### config.mk
export PLATFORM = sky130hd
export DESIGN_NAME = cpu_clk_controller_flat
export DESIGN_NICKNAME = d
export VERILOG_FILES = /design/src/rtl/cpu_clk_controller_if.sv /design/src/rtl/cpu_clk_controller.sv /design/src/flat_wrapper.sv
export SDC_FILE = /design/constraint.sdc
export NUM_CORES = 1
export LEC_CHECK = 0
export ABC_AREA = 1
export BUFFER_PORTS_ARGS = -buffer_cell sky130_fd_sc_hd__buf_2
export CAP_MARGIN = 20
export CORE_MARGIN = 2
export CORE_UTILIZATION = 35
export CTS_CLUSTER_SIZE = 20
export DETAILED_ROUTE_END_ITERATION = 10
export MAX_ROUTING_LAYER = met4
export SLEW_MARGIN = 0
export SYNTH_ARGS = -nofsm -noshare
export SYNTH_HDL_FRONTEND = slang
export SYNTH_SLANG_ARGS = --single-unit
### constraint.sdc
create_clock -name clkin -period 2.68 [get_ports clkin]
set_input_delay 0.268 -clock clkin [delete_from_list [all_inputs] [get_ports clkin]]
set_output_delay 0.268 -clock clkin [all_outputs]
set_load 0.1 [all_outputs]
### src/rtl/cpu_clk_controller_if.sv
// Board-side control inputs and CPU-side clock-enable outputs of cpu_clk_controller.
// Signal names are kept from the original flat port list.
interface cpu_clk_if #(
   parameter int BURST_W = 8
);
   logic               run_sw;
   logic               step_btn;
   logic               burst_go;
   logic [BURST_W-1:0] burst_len;
   logic               cpu_halt;
   logic               cpu_ce;
   logic [1:0]         mode;
   logic [15:0]        ce_count;

   modport master (
      output run_sw, step_btn, burst_go, burst_len, cpu_halt,
      input  cpu_ce, mode, ce_count
   );

   modport slave (
      input  run_sw, step_btn, burst_go, burst_len, cpu_halt,
      output cpu_ce, mode, ce_count
   );
endinterface

### src/rtl/cpu_clk_controller.sv
// CPU clock-enable sequencer: free-run, debounced single-step, N-step burst and stop.
// cpu_ce is a one-cycle enable on clkin, never a derived clock.
module cpu_clk_controller #(
   parameter int IN_CLK_FRQ   = 1000000,
   parameter int RUN_FRQ      = 10,
   parameter int DEBOUNCE_CYC = 10000,
   parameter int BURST_W      = 8
) (
   input logic     clkin,
   input logic     reset,
   cpu_clk_if.slave bus
);
   localparam int TICK_PER = IN_CLK_FRQ / RUN_FRQ;
   localparam int TW       = $clog2(TICK_PER);
   localparam int DW       = $clog2(DEBOUNCE_CYC + 1);
   localparam logic [TW-1:0] TICK_LAST = TW'(TICK_PER - 1);
   localparam logic [DW-1:0] DB_LAST   = DW'(DEBOUNCE_CYC - 1);

   localparam logic [1:0] S_IDLE  = 2'd0;
   localparam logic [1:0] S_RUN   = 2'd1;
   localparam logic [1:0] S_STEP  = 2'd2;
   localparam logic [1:0] S_BURST = 2'd3;

   logic               sync1_q, sync1_d;
   logic               sync2_q, sync2_d;
   logic               db_q, db_d;
   logic [DW-1:0]      db_cnt_q, db_cnt_d;
   logic               step_req_q, step_req_d;
   logic [1:0]         state_q, state_d;
   logic [TW-1:0]      tick_cnt_q, tick_cnt_d;
   logic [BURST_W-1:0] rem_q, rem_d;
   logic               cpu_ce_q, cpu_ce_d;
   logic [15:0]        ce_count_q, ce_count_d;
   logic               timed;
   logic               tick;

   // Button path: level only moves after DEBOUNCE_CYC consecutive disagreeing samples.
   always_comb begin
      sync1_d    = bus.step_btn;
      sync2_d    = sync1_q;
      db_d       = db_q;
      db_cnt_d   = '0;
      if (sync2_q != db_q) begin
         if (db_cnt_q == DB_LAST) begin
            db_d = sync2_q;
         end else begin
            db_cnt_d = db_cnt_q + 1'b1;
         end
      end
      step_req_d = db_d & ~db_q;
   end

   always_comb begin
      timed      = (state_q == S_RUN) || (state_q == S_BURST);
      tick       = timed && (tick_cnt_q == TICK_LAST);
      tick_cnt_d = (timed && !tick) ? tick_cnt_q + 1'b1 : '0;
      state_d    = state_q;
      rem_d      = rem_q;
      cpu_ce_d   = 1'b0;

      unique case (state_q)
         S_IDLE: begin
            if (!bus.cpu_halt) begin
               if (bus.run_sw) begin
                  state_d = S_RUN;
               end else if (step_req_q) begin
                  state_d = S_STEP;
               end else if (bus.burst_go && (bus.burst_len != '0)) begin
                  state_d = S_BURST;
                  rem_d   = bus.burst_len;
               end
            end
         end
         S_RUN: begin
            if (bus.cpu_halt || !bus.run_sw) begin
               state_d = S_IDLE;
            end else begin
               cpu_ce_d = tick;
            end
         end
         S_STEP: begin
            state_d = S_IDLE;
         end
         default: begin
            // remaining counts down as each pulse is seen, so the final pulse is
            // issued while still in BURST and the exit follows it.
            if (bus.cpu_halt) begin
               state_d = S_IDLE;
               rem_d   = '0;
            end else begin
               if (cpu_ce_q) begin
                  rem_d = rem_q - 1'b1;
                  if (rem_q == BURST_W'(1)) begin
                     state_d = S_IDLE;
                  end
               end
               cpu_ce_d = tick;
            end
         end
      endcase

      if (state_d == S_STEP) begin
         cpu_ce_d = 1'b1;
      end
      ce_count_d = ce_count_q + {15'd0, cpu_ce_d};
   end

   always_ff @(posedge clkin) begin
      if (reset) begin
         sync1_q    <= 1'b0;
         sync2_q    <= 1'b0;
         db_q       <= 1'b0;
         db_cnt_q   <= '0;
         step_req_q <= 1'b0;
         state_q    <= S_IDLE;
         tick_cnt_q <= '0;
         rem_q      <= '0;
         cpu_ce_q   <= 1'b0;
         ce_count_q <= '0;
      end else begin
         sync1_q    <= sync1_d;
         sync2_q    <= sync2_d;
         db_q       <= db_d;
         db_cnt_q   <= db_cnt_d;
         step_req_q <= step_req_d;
         state_q    <= state_d;
         tick_cnt_q <= tick_cnt_d;
         rem_q      <= rem_d;
         cpu_ce_q   <= cpu_ce_d;
         ce_count_q <= ce_count_d;
      end
   end

   assign bus.cpu_ce   = cpu_ce_q;
   assign bus.mode     = state_q;
   assign bus.ce_count = ce_count_q;
endmodule

### src/flat_wrapper.sv
// flat-port wrapper written by rule: the top's interface ports become plain ports
module cpu_clk_controller_flat 
#(
   parameter int IN_CLK_FRQ   = 1000000,
   parameter int RUN_FRQ      = 10,
   parameter int DEBOUNCE_CYC = 10000,
   parameter int BURST_W      = 8
)
  (clkin, reset, bus_run_sw, bus_step_btn, bus_burst_go, bus_burst_len, bus_cpu_halt, bus_cpu_ce, bus_mode, bus_ce_count);
  cpu_clk_if #(.BURST_W(BURST_W)) bus_i ();
  input logic clkin;
  input logic reset;
  input wire logic [$bits(bus_i.run_sw)-1:0] bus_run_sw;
  input wire logic [$bits(bus_i.step_btn)-1:0] bus_step_btn;
  input wire logic [$bits(bus_i.burst_go)-1:0] bus_burst_go;
  input wire logic [$bits(bus_i.burst_len)-1:0] bus_burst_len;
  input wire logic [$bits(bus_i.cpu_halt)-1:0] bus_cpu_halt;
  output wire logic [$bits(bus_i.cpu_ce)-1:0] bus_cpu_ce;
  output wire logic [$bits(bus_i.mode)-1:0] bus_mode;
  output wire logic [$bits(bus_i.ce_count)-1:0] bus_ce_count;
  assign bus_i.run_sw = bus_run_sw;
  assign bus_i.step_btn = bus_step_btn;
  assign bus_i.burst_go = bus_burst_go;
  assign bus_i.burst_len = bus_burst_len;
  assign bus_i.cpu_halt = bus_cpu_halt;
  assign bus_cpu_ce = bus_i.cpu_ce;
  assign bus_mode = bus_i.mode;
  assign bus_ce_count = bus_i.ce_count;
  cpu_clk_controller #(.IN_CLK_FRQ(IN_CLK_FRQ), .RUN_FRQ(RUN_FRQ), .DEBOUNCE_CYC(DEBOUNCE_CYC), .BURST_W(BURST_W)) u_core (.clkin(clkin), .reset(reset), .bus(bus_i));
endmodule
---- Yosys cells after proc, flatten, opt, wreduce, memory -nomap -nowiden ----
Cells that the tools add are included.
word-level totals
  RAM bits ................................ 0
  bits of input ports ..................... 14
  bits in read-only memories .............. 0
  bits in registers ....................... 62
  latch bits .............................. 0
  memories ................................ 0
cells by class
  eq/ne operators ......................... 12
  multiply operators ...................... 0
  multiplexer cells ....................... 22
  bitwise gates (word level) .............. 5
  magnitude comparators ................... 0
  div/mod/pow operators ................... 0
  reductions and logical operators ........ 15
  add/subtract/negate cells ............... 4
  shift operators ......................... 0
operators with widths
  cell                     count
  $mux W8                  6
  $add A17 B1 Y17 const B  1
  $eq A17 B17 Y1 const B   1
  $add A16 B1 Y16          1
  $mux W2                  8
  $pmux W8 S2              1
  $add A14 B1 Y14 const B  1
  $eq A14 B14 Y1 const B   1
  $eq A8 B1 Y1 const B     1
  $reduce_bool A8 Y1       1
  $sub A8 B1 Y8 const B    1
  $eq A2 B2 Y1 const B     3
  $ne A2 B2 Y1 const B     3
  $pmux W2 S3              1
  $reduce_and A6 Y1        1
  $reduce_or A2 Y1         3
  $mux W1                  5
  $not A1 Y1               4
  $logic_and A1 B1 Y1      3
  $reduce_bool A3 Y1       1
  $reduce_or A3 Y1         1
  $eq A2 B1 Y1 const B     1
  $logic_not A1 Y1         2
  $logic_not A2 Y1         1
  other kinds (5)          6

---- Depth between registers and ports, before layout ----
  depth after elaboration ................. 10
  gate-level depth with buffers ........... 21

---- Worst setup path before layout ----
OpenSTA, ideal clock, no wires.
  path type ............................... flip-flop to flip-flop
  start ................................... register u_core.state_q[1] (netlist: u_core.bus.mode[1])
  end ..................................... register u_core.ce_count_q[12] (netlist: u_core.bus.ce_count[12])
  cell stages (with the launch flop) ...... 21
  clock period less this slack ............ 3,371 ps
  data arrival time ....................... 3,251 ps
  setup time .............................. 120 ps
  slack ................................... -691 ps
  path buffers ............................ 0
  cell sequence ........................... dfxtp_1 > inv_1 > ha_1 > inv_1 > nor2_1 > nand2_1 > a21oi_1 > a21oi_1 > nand2_1 > nand2_1 > ha_1 > ha_1 > nand2_1 > nor2_1 > nand2_1 > nor2_1 > nand2_1 > nor2_1 > nand2_1 > o21ai_0 > a21oi_1
on the way
  cells in the longest elaborated chain, start to end .. 8
RTL lines
  what                    RTL line                   text
  from (decl)             cpu_clk_controller.sv:29   logic [1:0] state_q, state_d;
  from (signal assigned)  cpu_clk_controller.sv:126  state_q <= state_d;
  $mux W2                 cpu_clk_controller.sv:68   end else if (bus.burst_go && (bus.burst_len != '0)) begin
  $mux W2                 cpu_clk_controller.sv:66   end else if (step_req_q) begin
  $mux W2                 cpu_clk_controller.sv:64   if (bus.run_sw) begin
  $mux W2                 cpu_clk_controller.sv:63   if (!bus.cpu_halt) begin
  $pmux W2 S3             cpu_clk_controller.sv:61   unique case (state_q)
  $eq A2 B2 Y1            cpu_clk_controller.sv:102  if (state_d == S_STEP) begin
  $mux W1 (*)             cpu_clk_controller.sv:102
  net u_core.cpu_ce_d     cpu_clk_controller.sv:32   logic cpu_ce_q, cpu_ce_d;
  $add A16 B1 Y16 (*)     cpu_clk_controller.sv:105  ce_count_d = ce_count_q + {15'd0, cpu_ce_d};
  to (signal assigned)    cpu_clk_controller.sv:130  ce_count_q <= ce_count_d;
  to (decl)               cpu_clk_controller.sv:33   logic [15:0] ce_count_q, ce_count_d;
Mark *: on every way through the listed nets, which the timed path passes. The rest lies on a longest branch.
A chain may end at the register's enable or synchronous reset.

---- Worst setup path in the final report ----
  start ................................... register u_core.state_q[1] (netlist: u_core.bus.mode[1])
  end ..................................... register u_core.ce_count_q[14] (netlist: u_core.bus.ce_count[14])
Same word-level chain as after synthesis.

==> results.toml <==
[run_status]
status = "completed"

[synthesis]
synth.distinct_cells = 31
ys_top_cells_by_count = "74 x inv_1, 72 x nand2_1, 69 x nor2_1"
async_flop_share_pct = 0
seq_area_frac_synth_pct = 39.58
yosysMostFrequentCell = "inv_1"
ys_seq_elements = 62
avgSynthCellArea_um2 = 7.078
postSynthNetCount = 466
synth_top_area_share_pct = 39.58
netlist_top_cells_area = "dfxtp_1 40%, inv_1 8.9%, nand2_1 8.6%, nor2_1 8.3%, xor2_1 5.0%"
yosys_warnings = 0
synthCells = 443
synthFlopType = "dfxtp_1"
synth-edff-count = 0
yosysTopAreaCell = "dfxtp_1"
netlist_area_um2 = 3136

[floorplanning]
fp.dieH_um = 98.65
die_width_um = 98.65
core_um2 = 8721
rows = 34
start_util_pct = 35.95
die_area_um2 = 9732
ioPinCount = 33

[clock_tree]
clock_latency_ns = 0.34
numClockSinks = 62
path_clk_slew_ns = 0.07
root_buffer = "clkbuf_8"
clock_path_buffers = 2
htreeDepth = 3
cts_buffers = 9
cts_tree = "yes"

[power_and_ir_drop]
p_clk_share_pct = 40.9
peakVddDrop_mv = 0.3472
combPwrFrac_pct = 13.7
seqPwrFrac_pct = 45.4
p_int_uw = 1554
switching_share_pct = 27.46
switchingPower_uw = 588.2
powerDensity_nw_per_um2 = 569.1
leakage_uw = 0.001526

[routing]
drc = 0
first_iter_violations = 80
drtPass1Iterations = 4
viasPerCell = 4.696
wl_um = 6472
wl_per_cell_um = 10.75
drtAntennaViolNets = 0
vias = 2827

[worst_hold_path]
hold_end = "u_core.sync1_q"
min_from = "bus_step_btn"
min_path_type = "input pin to flop"
hold_depth = 3

[grt]
grt_use_met2_pct = 25.07
overflow = 0
top_usage_layer = "met2"
antenna_found_initial = 0
grt_pass1_wl_um = 11670
first_global_vias = 2749
grtUsageMet3_pct = 4.894
track_usage_pct = 14.87
globalRouteMet1Util_pct = 17.21
grt_max_degree = 21

[layout]
finalInstanceArea_um2 = 3764
multi_input_area_um2 = 1655
drive_gt1_share_pct = 18.02
fill_cells = 873
areaGrowthSynthToFinish_pct = 20.03
antenna_cells = 0
seqCellArea_um2 = 1251
fin_nets = 512
final_util_pct = 43.16

[place]
dp_hpwl_um = 4763
gp_congestion = 0.8310
placed_cell_area_um2 = 3482
portBuffers = 32

[timing]
worst_pin_slew_ns = 0.4921
setup_viol = 0
drv_slew = 0
slew_headroom_pct = 67.42
fin_crit_sh_pct = 93.28
skew_ns = 0.01271
hold_violations = 0
maxClockFrequency_mhz = 400.0
min_period_ns = 2.500

[worst_setup_path]
rrSetupSlack_ns = 0.18
worst_ep_arrival_time_ns = 2.72
ff2ff_path_depth = 20
worst_ep_required_time_ns = 2.90
critical_path.endpoint_type = "flop"
r2r_end = "u_core.bus.ce_count[14]"
r2r-start = "u_core.bus.mode[1]"
worstSetupPathType = "flop to flop"
cp-start-kind = "flop"
crit_path_max_fanout = 4

[job]
drv_cap = 0
==> power groups by stage <==
stage	clock network, uW	registers [uW]	logic (uW)
CTS	899	972	289
detailed placement	0	993	287
global route	948	975	333
floorplan	0	1030	193
global placement	0	992	283
finish	877	972	294
==> per-stage QoR <==
| stage | setup WS [ns] | setup TNS, ns | hold slack [ns] | power (uW) | instances |
|---|---|---|---|---|---|
| finish | 0.1802 | 0 | 0.1324 | 2142 | 602 |
| global placement | 0.1125 | 0 | 0.4024 | 1275 | 582 |
| detailed placement | 0.009747 | 0 | 0.4033 | 1280 | 582 |
| CTS | 0.00004374 | 0 | 0.1213 | 2160 | 598 |
| floorplan | -0.01365 | -0.01365 | 0.3750 | 1221 | 443 |
| global route | -0.02027 | -0.02997 | 0.1295 | 2256 | 602 |
==> flip-flops by register name, indices dropped and copies added (netlist names), 2 cells and up <==
register and flops:
u_core.bus.ce_count 16, u_core.tick_cnt_q 17, u_core.bus.mode 2, u_core.db_cnt_q 14, u_core.rem_q 8
==> routing by layer <==
metal / routed length [um] / vias up
li1: - / 1499
met1: 2992 / 1281
met2: 3191 / 43
met3: 239 / 4
met4: 48 / 0
met5: 0 / -
==> cell usage in the layout (no fill, tap or decap), types with 2 or more instances in the layout <==
| cell type | Yosys | final |
|---|---|---|
| a21oi_1 | 29 | 28 |
| a31oi_1 | 2 | 2 |
| buf_2 | 0 | 32 |
| buf_4 | 2 | 9 |
| clkbuf_8 | 0 | 12 |
| dfxtp_1 | 62 | 58 |
| dfxtp_2 | 0 | 2 |
| dfxtp_4 | 0 | 2 |
| ha_1 | 9 | 5 |
| ha_2 | 0 | 2 |
| ha_4 | 0 | 2 |
| inv_1 | 74 | 70 |
| inv_2 | 1 | 4 |
| inv_4 | 0 | 2 |
| nand2_1 | 72 | 70 |
| nand2_2 | 2 | 4 |
| nand3_1 | 23 | 22 |
| nand3_2 | 2 | 3 |
| nand4_1 | 10 | 10 |
| nor2_1 | 69 | 64 |
| nor2_2 | 3 | 5 |
| nor2_4 | 0 | 3 |
| nor3_1 | 15 | 15 |
| nor3b_1 | 3 | 3 |
| nor4_4 | 1 | 2 |
| o21a_1 | 5 | 5 |
| o21ai_0 | 19 | 18 |
| o22ai_1 | 5 | 5 |
| or2_0 | 2 | 2 |
| xnor2_1 | 5 | 5 |
| xor2_1 | 18 | 18 |
==> worst max-delay path by stage <==
| stage | from | to | slack, ns | depth (start not counted) |
|---|---|---|---|---|
| after floorplan | u_core.bus.mode[0] | u_core.bus.ce_count[12] | -0.01 | 20 |
| after global placement | bus_burst_len[0] | u_core.bus.ce_count[12] | 0.11 | 21 |
| after detailed placement | u_core.tick_cnt_q[1] | u_core.bus.ce_count[12] | 0.01 | 16 |
| after CTS | u_core.tick_cnt_q[1] | u_core.bus.ce_count[12] | 0.00004 | 16 |
| after global routing | u_core.bus.mode[1] | u_core.bus.ce_count[14] | -0.02 | 20 |
| final | u_core.bus.mode[1] | u_core.bus.ce_count[14] | 0.18 | 20 |
==> critical path, cell delays in order, from the launching register on <==
cell     delay, ns
dfxtp_4       0.37
inv_4         0.07
ha_4          0.13
inv_2         0.03
nor2_2        0.10
nand2_1       0.08
a21oi_2       0.13
nand2_1       0.07
nand2_1       0.06
nand2_1       0.07
nand2_1       0.08
ha_2          0.19
ha_4          0.13
nand2_2       0.07
nor2_4        0.13
nand2_1       0.09
nor2_4        0.12
nand4_1       0.12
nor2_1        0.15
xnor2_1       0.12
nor2_1        0.05
==> final cells by class <==
class	instances	share of cell area, %
repair buffers	41	6.051
inverters	75	7.547
clock inverters	3	1.097
clock buffers	13	4.488
well taps	108	3.590
multi-input cells	300	43.98
flip-flops and latches	62	33.24
==> logic make-up after synthesis <==
kind of cell,Yosys count,share of synthesized area (%)
adder cells (fa/ha/maj),9,3.591
AO/OA/AOI/OAI,60,10.26
XOR/XNOR,23,6.424
buffers and inverters,81,10.18
flip-flops,62,39.58
AND/OR/NAND/NOR,208,29.97
==> what timing repair did <==
action / CTS / global route
endpoints found under the setup margin: 0 / 7
gates resized for setup: 0 / 11
hold buffers: 0 / 0
setup buffers: 0 / 4
(Power assumes the default switching activity.)
